$ cat config.mk
export PLATFORM = sky130hd
export DESIGN_NAME = i2s_dac_tx_flat
export DESIGN_NICKNAME = d
export VERILOG_FILES = /design/src/rtl/i2s_dac_tx_if.sv /design/src/rtl/i2s_dac_tx.sv /design/src/flat_wrapper.sv
export SDC_FILE = /design/constraint.sdc
export NUM_CORES = 1
export LEC_CHECK = 0
export ABC_AREA = 0
export CAP_MARGIN = 20
export CORE_MARGIN = 4
export CORE_UTILIZATION = 52
export DETAILED_ROUTE_END_ITERATION = 8
export GPL_TIMING_DRIVEN = 0
export PLACE_DENSITY_LB_ADDON = 0.05
export SLEW_MARGIN = 20
export SYNTH_ARGS = -nofsm -noshare
export SYNTH_HDL_FRONTEND = slang
export SYNTH_SLANG_ARGS = --single-unit
export TNS_END_PERCENT = 30
$ cat constraint.sdc
create_clock -name sys_clk -period 1.8 [get_ports sys_clk]
set_input_delay 0.18 -clock sys_clk [delete_from_list [all_inputs] [get_ports sys_clk]]
set_output_delay 0.18 -clock sys_clk [all_outputs]
set_load 0.005 [all_outputs]
$ cat src/rtl/i2s_dac_tx_if.sv
// Sample-pair stream into the I2S transmitter: valid/ready handshake carrying
// one stereo PCM pair per transfer.
interface i2s_dac_tx_if #(
  parameter int DATA_W = 16
);
  logic              s_valid;
  logic              s_ready;
  logic [DATA_W-1:0] s_left;
  logic [DATA_W-1:0] s_right;

  modport master (output s_valid, s_left, s_right, input  s_ready);
  modport slave  (input  s_valid, s_left, s_right, output s_ready);
endinterface

$ cat src/rtl/i2s_dac_tx.sv
// I2S / left-justified DAC transmitter: one-entry sample buffer, BCLK/LRCK
// generation from sys_clk, per-frame attenuation and underrun flagging.
module i2s_dac_tx #(
  parameter int DATA_W   = 16,
  parameter int SLOT_W   = 32,
  parameter int BCLK_DIV = 4,
  parameter int MODE     = 0
) (
  input  logic         sys_clk,
  input  logic         sys_rst_n,
  i2s_dac_tx_if.slave  s,
  input  logic         vol_up,
  input  logic         vol_dn,
  output logic [2:0]   atten,
  output logic         aud_bclk,
  output logic         aud_lrck,
  output logic         aud_dacdat,
  output logic         underrun
);
  localparam int FRAME_W = 2 * SLOT_W;
  localparam int DIV_W   = (BCLK_DIV > 1) ? $clog2(BCLK_DIV) : 1;
  localparam int CNT_W   = $clog2(FRAME_W);
  localparam logic [DIV_W-1:0] DIV_LAST  = DIV_W'(BCLK_DIV - 1);
  localparam logic [CNT_W-1:0] CNT_LAST  = CNT_W'(FRAME_W - 1);
  localparam logic [CNT_W-1:0] SLOT_BITS = CNT_W'(SLOT_W);

  typedef struct packed {
    logic [DATA_W-1:0] left;
    logic [DATA_W-1:0] right;
  } pcm_pair_t;

  logic [DIV_W-1:0]   div_cnt_q, div_cnt_d;
  logic               bclk_q, bclk_d;
  logic [CNT_W-1:0]   bit_cnt_q, bit_cnt_d;
  logic               lrck_q, lrck_d;
  logic               dacdat_q, dacdat_d;
  logic               underrun_q, underrun_d;
  logic [FRAME_W-1:0] shreg_q, shreg_d;
  pcm_pair_t          buf_q, buf_d;
  logic               buf_full_q, buf_full_d;
  logic [2:0]         atten_q, atten_d;
  logic [2:0]         up_sync_q, up_sync_d;
  logic [2:0]         dn_sync_q, dn_sync_d;

  logic               div_wrap, bclk_fall, frame_start, up_rise, dn_rise;
  logic signed [DATA_W-1:0] left_att, right_att;

  always_comb begin
    div_cnt_d  = div_cnt_q;
    bclk_d     = bclk_q;
    bit_cnt_d  = bit_cnt_q;
    lrck_d     = lrck_q;
    dacdat_d   = dacdat_q;
    shreg_d    = shreg_q;
    buf_d      = buf_q;
    buf_full_d = buf_full_q;
    atten_d    = atten_q;

    left_att  = $signed(buf_q.left)  >>> atten_q;
    right_att = $signed(buf_q.right) >>> atten_q;

    div_wrap    = (div_cnt_q == DIV_LAST);
    div_cnt_d   = div_wrap ? '0 : div_cnt_q + DIV_W'(1);
    bclk_d      = bclk_q ^ div_wrap;
    bclk_fall   = div_wrap & bclk_q;
    frame_start = bclk_fall & (bit_cnt_q == CNT_LAST);
    underrun_d  = frame_start & ~buf_full_q;

    if (bclk_fall) begin
      bit_cnt_d = frame_start ? '0 : bit_cnt_q + CNT_W'(1);
      lrck_d    = (bit_cnt_d >= SLOT_BITS);
      if (frame_start) begin
        shreg_d = '0;
        if (buf_full_q) begin
          shreg_d[FRAME_W-1 -: DATA_W] = left_att;
          shreg_d[SLOT_W-1  -: DATA_W] = right_att;
        end
      end else begin
        shreg_d = {shreg_q[FRAME_W-2:0], 1'b0};
      end
      // I2S mode emits the bit that was raw before this edge, giving the one-BCLK lag.
      dacdat_d = (MODE == 1) ? shreg_d[FRAME_W-1] : shreg_q[FRAME_W-1];
    end

    if (frame_start && buf_full_q) buf_full_d = 1'b0;
    if (s.s_valid && !buf_full_q) begin
      buf_d      = '{left: s.s_left, right: s.s_right};
      buf_full_d = 1'b1;
    end

    up_sync_d = {up_sync_q[1:0], vol_up};
    dn_sync_d = {dn_sync_q[1:0], vol_dn};
    up_rise   = up_sync_q[1] & ~up_sync_q[2];
    dn_rise   = dn_sync_q[1] & ~dn_sync_q[2];
    case ({up_rise, dn_rise})
      2'b10:   if (atten_q != 3'd0) atten_d = atten_q - 3'd1;
      2'b01:   if (atten_q != 3'd7) atten_d = atten_q + 3'd1;
      default: atten_d = atten_q;
    endcase
  end

  always_ff @(posedge sys_clk or negedge sys_rst_n) begin
    if (!sys_rst_n) begin
      div_cnt_q  <= '0;
      bclk_q     <= 1'b0;
      bit_cnt_q  <= '0;
      lrck_q     <= 1'b0;
      dacdat_q   <= 1'b0;
      underrun_q <= 1'b0;
      shreg_q    <= '0;
      buf_q      <= '0;
      buf_full_q <= 1'b0;
      atten_q    <= 3'd0;
      up_sync_q  <= 3'd0;
      dn_sync_q  <= 3'd0;
    end else begin
      div_cnt_q  <= div_cnt_d;
      bclk_q     <= bclk_d;
      bit_cnt_q  <= bit_cnt_d;
      lrck_q     <= lrck_d;
      dacdat_q   <= dacdat_d;
      underrun_q <= underrun_d;
      shreg_q    <= shreg_d;
      buf_q      <= buf_d;
      buf_full_q <= buf_full_d;
      atten_q    <= atten_d;
      up_sync_q  <= up_sync_d;
      dn_sync_q  <= dn_sync_d;
    end
  end

  assign s.s_ready  = ~buf_full_q;
  assign atten      = atten_q;
  assign aud_bclk   = bclk_q;
  assign aud_lrck   = lrck_q;
  assign aud_dacdat = dacdat_q;
  assign underrun   = underrun_q;
endmodule

$ cat src/flat_wrapper.sv
// flat-port wrapper written by rule: the top's interface ports become plain ports
module i2s_dac_tx_flat 
#(
  parameter int DATA_W   = 16,
  parameter int SLOT_W   = 32,
  parameter int BCLK_DIV = 4,
  parameter int MODE     = 0
)
  (sys_clk, sys_rst_n, vol_up, vol_dn, atten, aud_bclk, aud_lrck, aud_dacdat, underrun, s_s_valid, s_s_left, s_s_right, s_s_ready);
  i2s_dac_tx_if #(.DATA_W(DATA_W)) s_i ();
  input  logic sys_clk;
  input  logic sys_rst_n;
  input  logic vol_up;
  input  logic vol_dn;
  output logic [2:0] atten;
  output logic aud_bclk;
  output logic aud_lrck;
  output logic aud_dacdat;
  output logic underrun;
  input wire logic [$bits(s_i.s_valid)-1:0] s_s_valid;
  input wire logic [$bits(s_i.s_left)-1:0] s_s_left;
  input wire logic [$bits(s_i.s_right)-1:0] s_s_right;
  output wire logic [$bits(s_i.s_ready)-1:0] s_s_ready;
  assign s_i.s_valid = s_s_valid;
  assign s_i.s_left = s_s_left;
  assign s_i.s_right = s_s_right;
  assign s_s_ready = s_i.s_ready;
  i2s_dac_tx #(.DATA_W(DATA_W), .SLOT_W(SLOT_W), .BCLK_DIV(BCLK_DIV), .MODE(MODE)) u_core (.sys_clk(sys_clk), .sys_rst_n(sys_rst_n), .s(s_i), .vol_up(vol_up), .vol_dn(vol_dn), .atten(atten), .aud_bclk(aud_bclk), .aud_lrck(aud_lrck), .aud_dacdat(aud_dacdat), .underrun(underrun));
endmodule
After elaboration in Yosys (flattened, before gate mapping)
Index checks and enable logic that the tools add are counted.
{ "word_totals": {"regBits": 118, "elab_cells": 53} }
{ "op_classes": {"shift": 2, "add_sub_neg": 4, "muxes": 10, "magnitude_cmp": 1, "n_reduce_logical": 7, "eq_ne": 7, "bitwise_logic": 9} }
{ "ops": {"columns": ["op", "count"], "rows": [
  ["$mux 64", 1],
  ["$mux 16", 2],
  ["$sshr 16x3->16", 2],
  ["$add 6x1->6 const B", 1],
  ["$eq 6x6->1 const B", 1],
  ["$ge 6x6->1 const B", 1],
  ["$mux 3", 2],
  ["$mux 6", 1],
  ["$pmux 3 s2", 1],
  ["$and 1x1->1", 5],
  ["$eq 2x2->1 const B", 2],
  ["$ne 2x1->1 const B", 2],
  ["$reduce_bool 2->1", 2],
  ["$add 3x1->3 const B", 1],
  ["$ne 3x3->1 const B", 1],
  ["$not 1->1", 3],
  ["$reduce_and 3->1", 1],
  ["$reduce_bool 3->1", 1],
  ["$sub 3x1->3 const B", 1],
  ["$add 2x1->2 const B", 1],
  ["$eq 2x1->1 const B", 1],
  ["$logic_and 1x1->1", 2],
  ["$mux 1", 2],
  ["$mux 2", 1],
  ["2 further kinds", 2]
]} }

Longest topological paths before layout
{ "logic_depth": {"depth_word": 6, "mapped_depth": 8, "depth_no_buf": 8} }

Worst setup path after synthesis
OpenSTA, ideal clock, no wires.
{ "synth_timing": {"path_kind": "flip-flop to flip-flop", "startpoint": "register u_core.div_cnt_q[0]", "endpoint": "register u_core.shreg_q[48]", "n_path_buf": 1, "path_stages_with_launch": 8, "synth_period_minus_slack_ns": 1.754, "setup_ns": 0.126, "path_slack_ns": 0.046, "arrival_ns": 1.628, "path_cell_list": "dfrtp_1 ha_1 ha_1 nand2_2 nor4_1 buf_2 a32o_1 a221o_1"} }
{ "synth_via": {"elab_chain_len": 4} }
{ "synth_lines": {"columns": ["element", "line_no", "rtl"], "rows": [
  ["from (decl)", "i2s_dac_tx.sv:32", "logic [DIV_W-1:0] div_cnt_q, div_cnt_d;"],
  ["from (signal assigned)", "i2s_dac_tx.sv:117", "div_cnt_q <= div_cnt_d;"],
  ["$eq 2x2->1 (*)", "i2s_dac_tx.sv:62", "div_wrap = (div_cnt_q == DIV_LAST);"],
  ["$and 1x1->1 (*)", "i2s_dac_tx.sv:65", "bclk_fall = div_wrap & bclk_q;"],
  ["via u_core.bclk_fall", "i2s_dac_tx.sv:45", "logic div_wrap, bclk_fall, frame_start, up_rise, dn_rise;"],
  ["$and 1x1->1", "i2s_dac_tx.sv:66", "frame_start = bclk_fall & (bit_cnt_q == CNT_LAST);"],
  ["$mux 64", "i2s_dac_tx.sv:72", "if (frame_start) begin"],
  ["to (signal assigned)", "i2s_dac_tx.sv:123", "shreg_q <= shreg_d;"],
  ["to (decl)", "i2s_dac_tx.sv:38", "logic [FRAME_W-1:0] shreg_q, shreg_d;"]
]} }
The timed path passes the listed nets; every way through them passes the cells marked *.
A chain may end at the register's enable or synchronous reset.

Worst setup path in the final report
{ "layout_timing": {"startpoint": "register u_core.div_cnt_q[0]", "endpoint": "register u_core.shreg_q[51]"} }
The elaborated chain is that of the path after synthesis.

==> out/qor.txt <==
Peak Freq: 0.547 GHz
DR vias/cell: 6.06
Total grt overflow: 0
Drt drc: 0
Vias in the first global route: 3568
Tmin final: 1.83 ns
DR vias: 3580
Final WL: 11500 µm
Die footprint: 11100 µm²
Endpoints failing setup: 2
Final WS setup: -0.0279 ns
Critical register-to-register path endpoint: u_core.shreg_q[51]
Commonest non-fill, non-tap cell in the layout: dfrtp_1
GP Congestion: 0.839
Period utilisation layout: 1.02
# Max-Cap Violations: 0
Share of Yosys cell area claimed by the top area cell type: 0.516
Compound-cell area share of the yosys netlist: 0.138
Clock latency on the worst-skew pair: 0.36 ns
Initial Utilization: 0.535
Number of synthesized flops with an enable pin: 0
Worst Tran Pin Value: 0.537 ns
Min-delay worst type: in -> reg
Sequential share of the synthesized area: 0.516
TritonCTS Sinks: 102
Worst-path clk slew: 0.10 ns
Crit. End Element: register
Max-slew headroom: 0.642
H-tree Lvls: 3
Post-synthesis adder-cell area fraction: 0.0167
WS Path Type: reg -> reg
Synth warnings: 0
Failing checks: negative setup slack
Share of layout cells above drive strength 1: 0.299
Most frequent cells in the layout: dfrtp_1, clkdlybuf4s50_1, mux2_2
Mapped Cells: 381
IO Count: 45
Initial drt markers: 231
Bufs on Longest Clock Path: 2
Register bit total from synthesis: 102
Num CTS Buffers: 9
Gr usage total: 0.206
Post-synthesis mux area share: 0.212
Global-route wire length before repair: 18300 µm
DPL Wire Length: 7860 µm
Cell taking the most area after synthesis: dfrtp_1
XOR/XNOR Fraction of Synth Area: 0.00885
Largest net degree at the start of global routing: 65
Fin Setup TNS: -0.0326 ns
Final hold vios: 0
Worst Hold Depth: 1
Dpl ws: -0.377 ns
Post-Layout Cell Count: 591
Mean post-synth cell area: 13.0 µm²
DR pass1 iterations: 5
CP startpoint kind: register
Hold_ws: 0.241 ns
Core footprint: 9240 µm²
FP Rows: 35
Final Max Tran Viols: 0
Reg2Reg Launch Point: u_core.div_cnt_q[0]
Worst Path Max Fanout: 5
R2R cell count: 9
Ys async rst share: 1.00
Worst VDD drop: 0.000532 V
Die width: 106 µm
Initial antenna violation count: 0
Synth Area in Simple Gates: 0.0726
Cells after DPL: 555
Leakage power total: 2.74 nW
Post-DR wirelength/cell: 19.4 µm
Port Buf Inserts: 44
Outcome: complete, but fails checks
Synth cell types: 50
Power Dens Cells: 980 nW/µm²
Worst Hold Launch: vol_up
Synth top area cells: dfrtp_1, mux2_2, mux2i_1
Layout area overhead: 24.9%
Diode count: 0
CTS root buffer: clkbuf_8
Nets: 500
Syn_nets: 424
Main combinational cell family by area after synthesis: multiplexers
Synth Cell Area: 4950 µm²
CP Data Arrival Time: 2.13 ns
Number of routed nets with antenna violations: 0
CTS tree: built
Req. time, crit path: 2.10 ns
RSZ-0062 raised after global routing: yes
Clock skew: 0.00595 ns
Setup slack, reg-to-reg: -0.03 ns
Hold Crit Endpoint: u_core.up_sync_q[0]
Commonest register cell after synthesis: dfrtp_1
Die height: 106 µm
## repair_timing
action                                  in CTS  in global routing
gates resized for setup                     22                 45
pin swaps                                    7                 12
hold buffers                                 1                  0
endpoints found under the setup margin      53                 69
cloned                                       0                  2
buffers inserted                             6                 11
endpoints found under the hold margin       38                  0
## stage by stage
stage | instance area, µm² | utilization | power (mW)
floorplan | 4950 | - | 3.88
global placement | 5550 | 0.601 | 4.41
detailed placement | 5580 | 0.604 | 4.45
CTS | 5930 | 0.642 | 5.99
global route | 6180 | 0.669 | 6.38
finish | 6180 | 0.669 | 6.06
## layout make-up
cell class,count,area [µm²]
Fill cell,711,3060
Sequential cell,102,2560
Multi-Input combinational cell,247,2350
Timing Repair Buffer,65,653
Buffer,26,215
Tap cell,129,161
Clock buffer,10,138
Clock inverter,6,68.8
Inverter,6,32.5
## cells in the mapped netlist, types with 2 or more instances
cell type and number:
xor2_1 3, mux4_2 12, ha_1 5, inv_1 4, a211oi_1 2, buf_4 2
clkbuf_1 5, nor3_1 3, a211o_1 3, nor2b_1 5, o2bb2ai_1 2, a221o_1 14
nand3_1 8, nor2_1 14, buf_2 15, mux2_2 36, nand2_1 21, o211ai_1 3
a21oi_1 4, o21ai_0 4, nand4_1 4, dfrtp_1 102, inv_2 2, nand2b_1 2
nor4_1 2, o31ai_1 3, buf_6 4, mux2i_1 28, a22oi_1 15, a22o_1 27
mux2_1 6, and3_1 2, xnor2_1 2
## critical path, cell delays in order (launching register included)
cell	delay, ns
dfrtp_1	0.40
ha_4	0.17
ha_4	0.17
nand2_4	0.06
buf_6	0.12
nor4_4	0.36
buf_4	0.18
buf_6	0.12
o211ai_1	0.09
nand3_1	0.09
## power by group
| part | leakage (nW) | switching (mW) | internal [mW] | total [mW] |
|---|---|---|---|---|
| clock network | 0.103 | 0.806 | 0.691 | 1.50 |
| logic | 1.30 | 0.955 | 0.998 | 1.95 |
| registers | 1.33 | 0.188 | 2.42 | 2.61 |
## registers in the layout, indices dropped and copies added (netlist names)
signal,count
u_core.up_sync_q,3
u_core.buf_full_q,1
u_core.underrun,1
u_core.atten,3
u_core.div_cnt_q,2
u_core.aud_dacdat,1
u_core.aud_lrck,1
u_core.dn_sync_q,3
u_core.shreg_q,48
u_core.buf_q,32
u_core.bit_cnt_q,6
u_core.aud_bclk,1
## worst max-delay path by stage
stage,start,end,cells after the start
floorplan,u_core.div_cnt_q[0],u_core.shreg_q[48],7
global placement,sys_rst_n,u_core.buf_q[18],1
detailed placement,u_core.div_cnt_q[0],u_core.shreg_q[34],7
CTS,u_core.div_cnt_q[1],u_core.shreg_q[25],6
global route,u_core.div_cnt_q[0],u_core.shreg_q[51],9
finish,u_core.div_cnt_q[0],u_core.shreg_q[51],9
## metal layers
metal,part of all wire,routed length (µm),GRT usage,up-vias
met3,0.067,766,0.0447,24
met2,0.48,5500,0.325,142
met1,0.44,5010,0.289,1811
met4,0.018,206,0.0611,0
li1,-,-,-,1603
met5,0,0,0,-
## kinds of logic (layout without fill, tap and decap cells)
group,after synthesis,in the layout
and+or+nand+nor,70,70
muxes,83,83
xor gates and xnor gates,5,5
buffers and inverters,32,113
DFF,102,102
adders and majority gates,6,6
AOI/OAI and AO/OA,83,83
Power figures use the tool's default switching activity.
